===== src/rtl/regfile_dbg_ctrl_pkg.sv =====
`default_nettype none
// ============================================================================
//  Module      : regfile_ctrl_pkg
//  Description : Shared types and defaults for the register-file debug controller.
//  Revision    : 1.0 - initial release
// ============================================================================
package regfile_ctrl_pkg;

    localparam int DEF_XLEN  = 32;
    localparam int DEF_NREGS = 32;

    typedef enum logic [1:0] {
        OP_READ  = 2'b00,
        OP_WRITE = 2'b01,
        OP_DUMP  = 2'b10,
        OP_RSVD  = 2'b11
    } dbg_op_e;

    typedef enum logic [1:0] {
        ST_RUN      = 2'd0,
        ST_HALTED   = 2'd1,
        ST_DUMP     = 2'd2,
        ST_RSP_WAIT = 2'd3
    } ctrl_state_e;

endpackage
`default_nettype wire


===== src/rtl/regfile_dbg_ctrl_if.sv =====
`default_nettype none
// ============================================================================
//  Module      : regfile_dbg_ctrl_if
//  Description : Core, register-file and debug-host signals of the controller.
//  Revision    : 1.0 - initial release
// ============================================================================
interface regfile_dbg_ctrl_if
    import regfile_ctrl_pkg::*;
#(
    parameter int XLEN  = DEF_XLEN,
    parameter int NREGS = DEF_NREGS
);
    localparam int AW = $clog2(NREGS);

    logic            core_we;
    logic [AW-1:0]   core_rd;
    logic [XLEN-1:0] core_wdata;
    logic [AW-1:0]   core_rs1;
    logic            core_stall;

    logic            rf_we;
    logic [AW-1:0]   rf_rsW;
    logic [XLEN-1:0] rf_wdata;
    logic [AW-1:0]   rf_rs1;
    logic [XLEN-1:0] rf_rdata1;

    logic            dbg_halt_req;
    logic            dbg_halted;
    logic            dbg_cmd_valid;
    logic            dbg_cmd_ready;
    dbg_op_e         dbg_cmd_op;
    logic [AW-1:0]   dbg_cmd_addr;
    logic [XLEN-1:0] dbg_cmd_wdata;
    logic            dbg_rsp_valid;
    logic            dbg_rsp_ready;
    logic [AW-1:0]   dbg_rsp_addr;
    logic [XLEN-1:0] dbg_rsp_data;
    logic            dbg_rsp_last;

    // Controller side
    modport slave (
        input  core_we, core_rd, core_wdata, core_rs1,
        output core_stall,
        output rf_we, rf_rsW, rf_wdata, rf_rs1,
        input  rf_rdata1,
        input  dbg_halt_req, dbg_cmd_valid, dbg_cmd_op, dbg_cmd_addr, dbg_cmd_wdata,
        input  dbg_rsp_ready,
        output dbg_halted, dbg_cmd_ready,
        output dbg_rsp_valid, dbg_rsp_addr, dbg_rsp_data, dbg_rsp_last
    );

    // Core / register file / debug host side
    modport master (
        output core_we, core_rd, core_wdata, core_rs1,
        input  core_stall,
        input  rf_we, rf_rsW, rf_wdata, rf_rs1,
        output rf_rdata1,
        output dbg_halt_req, dbg_cmd_valid, dbg_cmd_op, dbg_cmd_addr, dbg_cmd_wdata,
        output dbg_rsp_ready,
        input  dbg_halted, dbg_cmd_ready,
        input  dbg_rsp_valid, dbg_rsp_addr, dbg_rsp_data, dbg_rsp_last
    );

endinterface
`default_nettype wire


===== src/rtl/regfile_dbg_ctrl.sv =====
`default_nettype none
// ============================================================================
//  Module      : regfile_dbg_ctrl
//  Description : Halts the core and serves debug read/write/dump of the register file.
//  Revision    : 1.0 - initial release
// ============================================================================
module regfile_dbg_ctrl
    import regfile_ctrl_pkg::*;
#(
    parameter int XLEN  = DEF_XLEN,
    parameter int NREGS = DEF_NREGS
)
(
    input  wire logic         clk,
    input  wire logic         rst,
    regfile_dbg_ctrl_if.slave bus
);

    localparam int          AW         = $clog2(NREGS);
    localparam logic [AW:0] C_LAST_IDX = (AW+1)'(NREGS - 1);
    localparam logic [AW:0] C_ONE      = (AW+1)'(1);

    ctrl_state_e     r_state;
    ctrl_state_e     w_state_nxt;
    logic [AW:0]     r_cnt;
    logic [AW:0]     w_cnt_nxt;
    logic            r_rsp_valid;
    logic            w_rsp_valid_nxt;
    logic [AW-1:0]   r_rsp_addr;
    logic [AW-1:0]   w_rsp_addr_nxt;
    logic [XLEN-1:0] r_rsp_data;
    logic [XLEN-1:0] w_rsp_data_nxt;
    logic            r_rsp_last;
    logic            w_rsp_last_nxt;

    logic            w_rf_we;
    logic [AW-1:0]   w_rf_rsW;
    logic [XLEN-1:0] w_rf_wdata;
    logic [AW-1:0]   w_rf_rs1;
    logic [XLEN-1:0] w_rd_val;

    // Port steering: core owns the ports in RUN, debug owns them otherwise
    always_comb begin
        w_rf_we    = bus.core_we;
        w_rf_rsW   = bus.core_rd;
        w_rf_wdata = bus.core_wdata;
        w_rf_rs1   = bus.core_rs1;
        if (r_state != ST_RUN) begin
            w_rf_we    = 1'b0;
            w_rf_rsW   = bus.dbg_cmd_addr;
            w_rf_wdata = bus.dbg_cmd_wdata;
            w_rf_rs1   = (r_state == ST_DUMP) ? r_cnt[AW-1:0] : bus.dbg_cmd_addr;
            if ((r_state == ST_HALTED) && bus.dbg_cmd_valid &&
                (bus.dbg_cmd_op == OP_WRITE) && (bus.dbg_cmd_addr != '0)) begin
                w_rf_we = 1'b1;
            end
        end
    end

    // x0 always reads back as zero to the host
    assign w_rd_val = (w_rf_rs1 == '0) ? '0 : bus.rf_rdata1;

    always_comb begin
        w_state_nxt     = r_state;
        w_cnt_nxt       = r_cnt;
        w_rsp_valid_nxt = r_rsp_valid;
        w_rsp_addr_nxt  = r_rsp_addr;
        w_rsp_data_nxt  = r_rsp_data;
        w_rsp_last_nxt  = r_rsp_last;
        case (r_state)
            ST_RUN: begin
                if (bus.dbg_halt_req) begin
                    w_state_nxt = ST_HALTED;
                end
            end
            ST_HALTED: begin
                if (bus.dbg_cmd_valid) begin
                    case (bus.dbg_cmd_op)
                        OP_READ: begin
                            w_rsp_valid_nxt = 1'b1;
                            w_rsp_addr_nxt  = bus.dbg_cmd_addr;
                            w_rsp_data_nxt  = w_rd_val;
                            w_rsp_last_nxt  = 1'b1;
                            w_state_nxt     = ST_RSP_WAIT;
                        end
                        OP_DUMP: begin
                            w_cnt_nxt   = '0;
                            w_state_nxt = ST_DUMP;
                        end
                        default: ;
                    endcase
                end else if (!bus.dbg_halt_req) begin
                    w_state_nxt = ST_RUN;
                end
            end
            ST_DUMP: begin
                // A beat loads only into an empty or draining response slot
                if (!r_rsp_valid || bus.dbg_rsp_ready) begin
                    w_rsp_valid_nxt = 1'b1;
                    w_rsp_addr_nxt  = r_cnt[AW-1:0];
                    w_rsp_data_nxt  = w_rd_val;
                    w_rsp_last_nxt  = (r_cnt == C_LAST_IDX);
                    w_cnt_nxt       = r_cnt + C_ONE;
                    if (r_cnt == C_LAST_IDX) begin
                        w_state_nxt = ST_RSP_WAIT;
                    end
                end
            end
            ST_RSP_WAIT: begin
                if (r_rsp_valid && bus.dbg_rsp_ready) begin
                    w_rsp_valid_nxt = 1'b0;
                    w_state_nxt     = bus.dbg_halt_req ? ST_HALTED : ST_RUN;
                end
            end
            default: begin
                w_state_nxt = ST_RUN;
            end
        endcase
    end

    always_ff @(posedge clk) begin
        if (rst) begin
            r_state     <= ST_RUN;
            r_cnt       <= '0;
            r_rsp_valid <= 1'b0;
            r_rsp_addr  <= '0;
            r_rsp_data  <= '0;
            r_rsp_last  <= 1'b0;
        end else begin
            r_state     <= w_state_nxt;
            r_cnt       <= w_cnt_nxt;
            r_rsp_valid <= w_rsp_valid_nxt;
            r_rsp_addr  <= w_rsp_addr_nxt;
            r_rsp_data  <= w_rsp_data_nxt;
            r_rsp_last  <= w_rsp_last_nxt;
        end
    end

    assign bus.rf_we         = w_rf_we;
    assign bus.rf_rsW        = w_rf_rsW;
    assign bus.rf_wdata      = w_rf_wdata;
    assign bus.rf_rs1        = w_rf_rs1;
    assign bus.core_stall    = (r_state != ST_RUN);
    assign bus.dbg_halted    = (r_state != ST_RUN);
    assign bus.dbg_cmd_ready = (r_state == ST_HALTED);
    assign bus.dbg_rsp_valid = r_rsp_valid;
    assign bus.dbg_rsp_addr  = r_rsp_addr;
    assign bus.dbg_rsp_data  = r_rsp_data;
    assign bus.dbg_rsp_last  = r_rsp_last;

endmodule
`default_nettype wire

===== src/flat_wrapper.sv =====
// flat-port wrapper written by rule: the top's interface ports become plain ports
module regfile_dbg_ctrl_flat import regfile_ctrl_pkg::*;
#(
    parameter int XLEN  = DEF_XLEN,
    parameter int NREGS = DEF_NREGS
)
  (clk, rst, bus_core_we, bus_core_rd, bus_core_wdata, bus_core_rs1, bus_core_stall, bus_rf_we, bus_rf_rsW, bus_rf_wdata, bus_rf_rs1, bus_rf_rdata1, bus_dbg_halt_req, bus_dbg_cmd_valid, bus_dbg_cmd_op, bus_dbg_cmd_addr, bus_dbg_cmd_wdata, bus_dbg_rsp_ready, bus_dbg_halted, bus_dbg_cmd_ready, bus_dbg_rsp_valid, bus_dbg_rsp_addr, bus_dbg_rsp_data, bus_dbg_rsp_last);
  regfile_dbg_ctrl_if #(.XLEN(XLEN), .NREGS(NREGS)) bus_i ();
  input  wire logic clk;
  input  wire logic rst;
  input wire logic [$bits(bus_i.core_we)-1:0] bus_core_we;
  input wire logic [$bits(bus_i.core_rd)-1:0] bus_core_rd;
  input wire logic [$bits(bus_i.core_wdata)-1:0] bus_core_wdata;
  input wire logic [$bits(bus_i.core_rs1)-1:0] bus_core_rs1;
  output wire logic [$bits(bus_i.core_stall)-1:0] bus_core_stall;
  output wire logic [$bits(bus_i.rf_we)-1:0] bus_rf_we;
  output wire logic [$bits(bus_i.rf_rsW)-1:0] bus_rf_rsW;
  output wire logic [$bits(bus_i.rf_wdata)-1:0] bus_rf_wdata;
  output wire logic [$bits(bus_i.rf_rs1)-1:0] bus_rf_rs1;
  input wire logic [$bits(bus_i.rf_rdata1)-1:0] bus_rf_rdata1;
  input wire logic [$bits(bus_i.dbg_halt_req)-1:0] bus_dbg_halt_req;
  input wire logic [$bits(bus_i.dbg_cmd_valid)-1:0] bus_dbg_cmd_valid;
  input wire logic [$bits(bus_i.dbg_cmd_op)-1:0] bus_dbg_cmd_op;
  input wire logic [$bits(bus_i.dbg_cmd_addr)-1:0] bus_dbg_cmd_addr;
  input wire logic [$bits(bus_i.dbg_cmd_wdata)-1:0] bus_dbg_cmd_wdata;
  input wire logic [$bits(bus_i.dbg_rsp_ready)-1:0] bus_dbg_rsp_ready;
  output wire logic [$bits(bus_i.dbg_halted)-1:0] bus_dbg_halted;
  output wire logic [$bits(bus_i.dbg_cmd_ready)-1:0] bus_dbg_cmd_ready;
  output wire logic [$bits(bus_i.dbg_rsp_valid)-1:0] bus_dbg_rsp_valid;
  output wire logic [$bits(bus_i.dbg_rsp_addr)-1:0] bus_dbg_rsp_addr;
  output wire logic [$bits(bus_i.dbg_rsp_data)-1:0] bus_dbg_rsp_data;
  output wire logic [$bits(bus_i.dbg_rsp_last)-1:0] bus_dbg_rsp_last;
  assign bus_i.core_we = bus_core_we;
  assign bus_i.core_rd = bus_core_rd;
  assign bus_i.core_wdata = bus_core_wdata;
  assign bus_i.core_rs1 = bus_core_rs1;
  assign bus_core_stall = bus_i.core_stall;
  assign bus_rf_we = bus_i.rf_we;
  assign bus_rf_rsW = bus_i.rf_rsW;
  assign bus_rf_wdata = bus_i.rf_wdata;
  assign bus_rf_rs1 = bus_i.rf_rs1;
  assign bus_i.rf_rdata1 = bus_rf_rdata1;
  assign bus_i.dbg_halt_req = bus_dbg_halt_req;
  assign bus_i.dbg_cmd_valid = bus_dbg_cmd_valid;
  assign bus_i.dbg_cmd_op = bus_dbg_cmd_op;
  assign bus_i.dbg_cmd_addr = bus_dbg_cmd_addr;
  assign bus_i.dbg_cmd_wdata = bus_dbg_cmd_wdata;
  assign bus_i.dbg_rsp_ready = bus_dbg_rsp_ready;
  assign bus_dbg_halted = bus_i.dbg_halted;
  assign bus_dbg_cmd_ready = bus_i.dbg_cmd_ready;
  assign bus_dbg_rsp_valid = bus_i.dbg_rsp_valid;
  assign bus_dbg_rsp_addr = bus_i.dbg_rsp_addr;
  assign bus_dbg_rsp_data = bus_i.dbg_rsp_data;
  assign bus_dbg_rsp_last = bus_i.dbg_rsp_last;
  regfile_dbg_ctrl #(.XLEN(XLEN), .NREGS(NREGS)) u_core (.clk(clk), .rst(rst), .bus(bus_i));
endmodule

===== config.mk =====
export PLATFORM = sky130hd
export DESIGN_NAME = regfile_dbg_ctrl_flat
export DESIGN_NICKNAME = d
export VERILOG_FILES = /design/src/rtl/regfile_dbg_ctrl_pkg.sv /design/src/rtl/regfile_dbg_ctrl_if.sv /design/src/rtl/regfile_dbg_ctrl.sv /design/src/flat_wrapper.sv
export SDC_FILE = /design/constraint.sdc
export NUM_CORES = 1
export LEC_CHECK = 0
export CAP_MARGIN = 20
export CORE_AREA = 3 3 79 81
export DETAILED_ROUTE_END_ITERATION = 10
export DIE_AREA = 0 0 82 84
export DONT_BUFFER_PORTS = 1
export GPL_TIMING_DRIVEN = 0
export MAX_ROUTING_LAYER = met4
export REMOVE_ABC_BUFFERS = 1
export SETUP_SLACK_MARGIN = 0.15
export SLEW_MARGIN = 20
export SYNTH_ARGS = -nofsm -noshare
export SYNTH_HDL_FRONTEND = slang
export SYNTH_SLANG_ARGS = --single-unit

===== constraint.sdc =====
create_clock -name clk -period 3.6 [get_ports clk]
set_clock_uncertainty 0.2 [all_clocks]
set_input_delay 0.36 -clock clk [delete_from_list [all_inputs] [get_ports clk]]
set_output_delay 0.36 -clock clk [all_outputs]
set_load 0.02 [all_outputs]

# ---- Yosys cells after proc, flatten, opt, wreduce, memory -nomap -nowiden
# Index checks and enable logic that the tools add are counted.
dict set report word_totals {
  regBits 47
  inputBits 119
  output_inout_bits 85
  elab_cells 74
}
dict set report classes {
  add_sub_neg 1
  n_eq_ne 15
  mux 35
  n_reduce_logical 17
}
# cell n
set op_table {}
lappend op_table {{2-to-1 mux 32 bit} 5}
lappend op_table {{case mux 32 bit (2 select lines)} 1}
lappend op_table {{2-to-1 mux 5 bit} 6}
lappend op_table {{2-to-1 mux 6 bit} 3}
lappend op_table {{2-to-1 mux 2 bit} 6}
lappend op_table {{case mux 6 bit (2 select lines)} 1}
lappend op_table {{case mux 5 bit (2 select lines)} 1}
lappend op_table {{2-to-1 mux 1 bit} 8}
lappend op_table {{!= test 2 bit, second input constant} 4}
lappend op_table {{case mux 2 bit (4 select lines)} 1}
lappend op_table {{AND reduction 4 bit} 2}
lappend op_table {{adder 6 x 1 -> 6 bit, second input constant} 1}
lappend op_table {{== test 2 bit, second input constant} 3}
lappend op_table {{== test 6 x 5 -> 1 bit, second input constant} 1}
lappend op_table {{!= test 2 x 1 -> 1 bit, second input constant} 3}
lappend op_table {{AND reduction 6 bit} 1}
lappend op_table {{logical NOT 5 bit} 1}
lappend op_table {{AND reduction 5 bit} 1}
lappend op_table {{nonzero test 5 bit} 1}
lappend op_table {{== test 2 x 1 -> 1 bit, second input constant} 2}
lappend op_table {{logical AND 1 bit} 4}
lappend op_table {{logical NOT 2 bit} 2}
lappend op_table {{!= test 4 x 2 -> 1 bit, second input constant} 1}
lappend op_table {{case mux 2 bit (2 select lines)} 1}
lappend op_table {{7 further kinds} 8}

# ---- Longest topological paths before layout
dict set report depth {
  depth_word 8
  ltp_mapped 8
  depth_no_buf 5
}

# ---- Worst setup path before layout
# No wires, ideal clock.
dict set report synth_timing {
  path_type {register -> register}
  start {register with a tool-made name}
  end {register u_core.r_rsp_data[0], in the netlist u_core.bus.dbg_rsp_data[0]}
  setup_time_ns 0.117
  arrival_ns 1.833
  required_ns 3.283
  setup_slack_ns 1.450
  path_stages_with_launch 8
  path_buffers 2
  synth_period_minus_slack_ns 2.150
  cell_sequence {dfxtp_1 buf_6 mux2i_1 o21ai_0 or3_1 o31a_4 buf_6 a22o_1}
}
# element line_no
set synth_lines {}
lappend synth_lines {{end signal, assigned} regfile_dbg_ctrl.sv:134} ;# r_rsp_data <= w_rsp_data_nxt;
lappend synth_lines {{end, declared} regfile_dbg_ctrl.sv:31} ;# logic [XLEN-1:0] r_rsp_data;

==> summary.txt <==
Most common cell after layout, fill and taps aside: dfxtp_1
Layout Nets: 377
RSZ-0062 raised after global routing: false
Max cap viols: 0
Post-synth EDFFs: 0
PortBufs: 0
Leakage: 1.03 nW
Number of remaining DRC errors: 0
Skew-Pair Late Insertion Delay: 0.30 ns
Yosys top cell area share: 40.0%
Synthesis-to-layout area growth: 19.2%
Routed Antenna Nets: 0
Placed cells: 289
Final core utilization: 50.6%
Startpoint types: flip-flop
Die height: 84 um
Placed inst area: 2360 sq um
Vias: 1,915
Filler cells: 536
Layout cell share with drive strength beyond 1: 20.5%
Die Footprint: 6890 sq um
CTS Buffer Depth: 2
Outcome: completed
Distinct cells, synth: 40
Core Rows: 27
Routed Wire Length: 7720 um
Fin. Hold Viols: 0
Kind of critical path: reg2reg
GR Overflow Total: 0
Clk sinks: 47
PwrDens: 470 nW/um^2
Vias in the first global route: 1,949
Period minus WS final: 3.01 ns
Sum of negative setup slack: 0 ns
Tcrit/Tclk final: 83.7%
Core box area: 5540 sq um
Most frequent cells in the layout: dfxtp_1, mux2_2, dlygate4sd3_1
Clock Pin Slew Worst Setup and Hold Paths: 0.10 ns
Slew headroom: 42.3%
Initial Util: 42.5%
Synth area leader: dfxtp_1
Design Area, Final: 2800 sq um
Starting DRT DRC Count: 110
Pin count of the biggest net entering global routing: 34
Final setup viols: 0
CTS tree: yes
FMAX: 332 MHz
Asr flop ratio synth: 0%
Primary FF master, synth: dfxtp_1
First-pass GRT wire length: 11,500 um
Post-DP HPWL: 5820 um
Synthesized instance count: 235
Worst Path Required: 3.59 ns
Final cell count without fillers: 330
N_diodes: 0
Max rail drop VDD: 0.266 mV
Least-Margin Pin Slew: 0.857 ns
Initial antenna violation count: 0
Avg WL per Cell: 23.4 um
Number of synthesis warnings: 0
Mean post-synth cell area: 10.0 sq um
Arrival time worst endpoint: 3.01 ns
Mapped Area: 2350 sq um
Chip Width: 82 um
Tightest Hold Check Type: in2reg
Yosys reg bits: 47
Post_cts resized: 0
Drt pass-1 iters: 4
Worst Path Max Fanout: 32
Hold slack: 0.0109 ns
Critical Path Sink Type: flip-flop
GRT Util Overall: 22.6%
Via density: 5.80
Gpl congestion: 0.902
Sequential cell area fraction in the yosys report: 40.0%
CTS Buf Count: 5
I/O Pins: 204
H-tree Lvls: 2
Synth area leaders: dfxtp_1, mux2_2, a22o_1
Max-slew violations: 0
Clk root buf: clkbuf_8
==> where the power goes <==
group          internal, mW  switching [mW]  total (mW)
Clock                 0.211           0.195       0.406
Sequential            0.550          0.0643       0.614
Combinational         0.118           0.180       0.298
==> critical path: stages, from the launching register on <==
cell and delay (ns):
dfxtp_1 0.80, nor2b_1 0.58, a22oi_2 0.23, nor2_2 0.53
nor2_4 0.26, a22o_1 0.30
==> repair_timing <==
| item | in CTS | in global routing |
|---|---|---|
| hold endpoints to repair | 42 | 0 |
| setup buffers | 0 | 0 |
| hold buffers | 33 | 0 |
==> cells in the mapped netlist, types with 2 or more instances <==
cell and instances:
inv_1 2, nor3_1 2, dfxtp_1 47, buf_6 4, nor2_2 2, nor3b_1 2, a211oi_1 2, xnor2_1 3
nor2_1 15, buf_2 9, a311oi_1 5, a21oi_1 8, mux2_2 37, nand3_1 4, mux2i_1 5, nand2b_1 3
clkbuf_1 3, o21ai_1 4, nor2b_1 4, o21ai_0 4, nand2_1 20, a22o_1 32
==> per-layer routing <==
layer	track usage, %	vias up	wire, um
li1	-	910	-
met1	29.5	892	3180
met2	35.0	109	3780
met3	6.70	4	722
met4	4.08	0	41
met5	-	-	0
==> cell families (layout without fill, tap and decap cells) <==
logic type / after synthesis / in the layout / synth area share, %
AOI/OAI and AO/OA: 63 / 63 / 21.3
and+or+nand+nor: 58 / 58 / 11.9
DFF: 47 / 47 / 40.0
muxes: 42 / 42 / 19.8
buffers and inverters: 21 / 44 / 5.32
xor gates and xnor gates: 3 / 3 / 1.12
adders and majority gates: 1 / 1 / 0.532
==> stage by stage <==
step	power, mW	setup WS, ns
finish	1.32	0.586
global route	1.37	0.324
CTS	1.32	0.598
detailed placement	0.892	0.593
global placement	0.884	-0.264
floorplan	0.838	0.312
==> registers in the layout, summed over array words and instances, names as in the netlist, named ones only <==
signal and cells:
u_core.r_state 1, u_core.bus.dbg_rsp_addr 5, u_core.bus.dbg_rsp_last 1, u_core.bus.dbg_rsp_data 32
u_core.r_cnt 6, u_core.bus.dbg_rsp_valid 1
==> cell type report <==
class,instances,area (sq um),area share (%)
Clock buffer,5,68.8,2.45
Clock inverter,3,47.5,1.70
Inverter,2,7.51,0.268
Multi-Input combinational cell,167,1300,46.3
Sequential cell,47,941,33.6
Tap cell,72,90.1,3.21
Timing Repair Buffer,34,350,12.5
==> path summary, 6_finish.rpt <==
check	startpoint	end	slack, ns	depth (start not counted)
min	bus_dbg_cmd_addr[4]	u_core.bus.dbg_rsp_addr[4]	0.01	2
max reg2reg	flip-flop	u_core.bus.dbg_rsp_data[19]	0.59	5
min reg2reg	u_core.r_cnt[5]	u_core.r_cnt[5]	0.34	2
max	flip-flop	u_core.bus.dbg_rsp_data[19]	0.59	5
No activity file was read; power rests on OpenSTA's default activity.
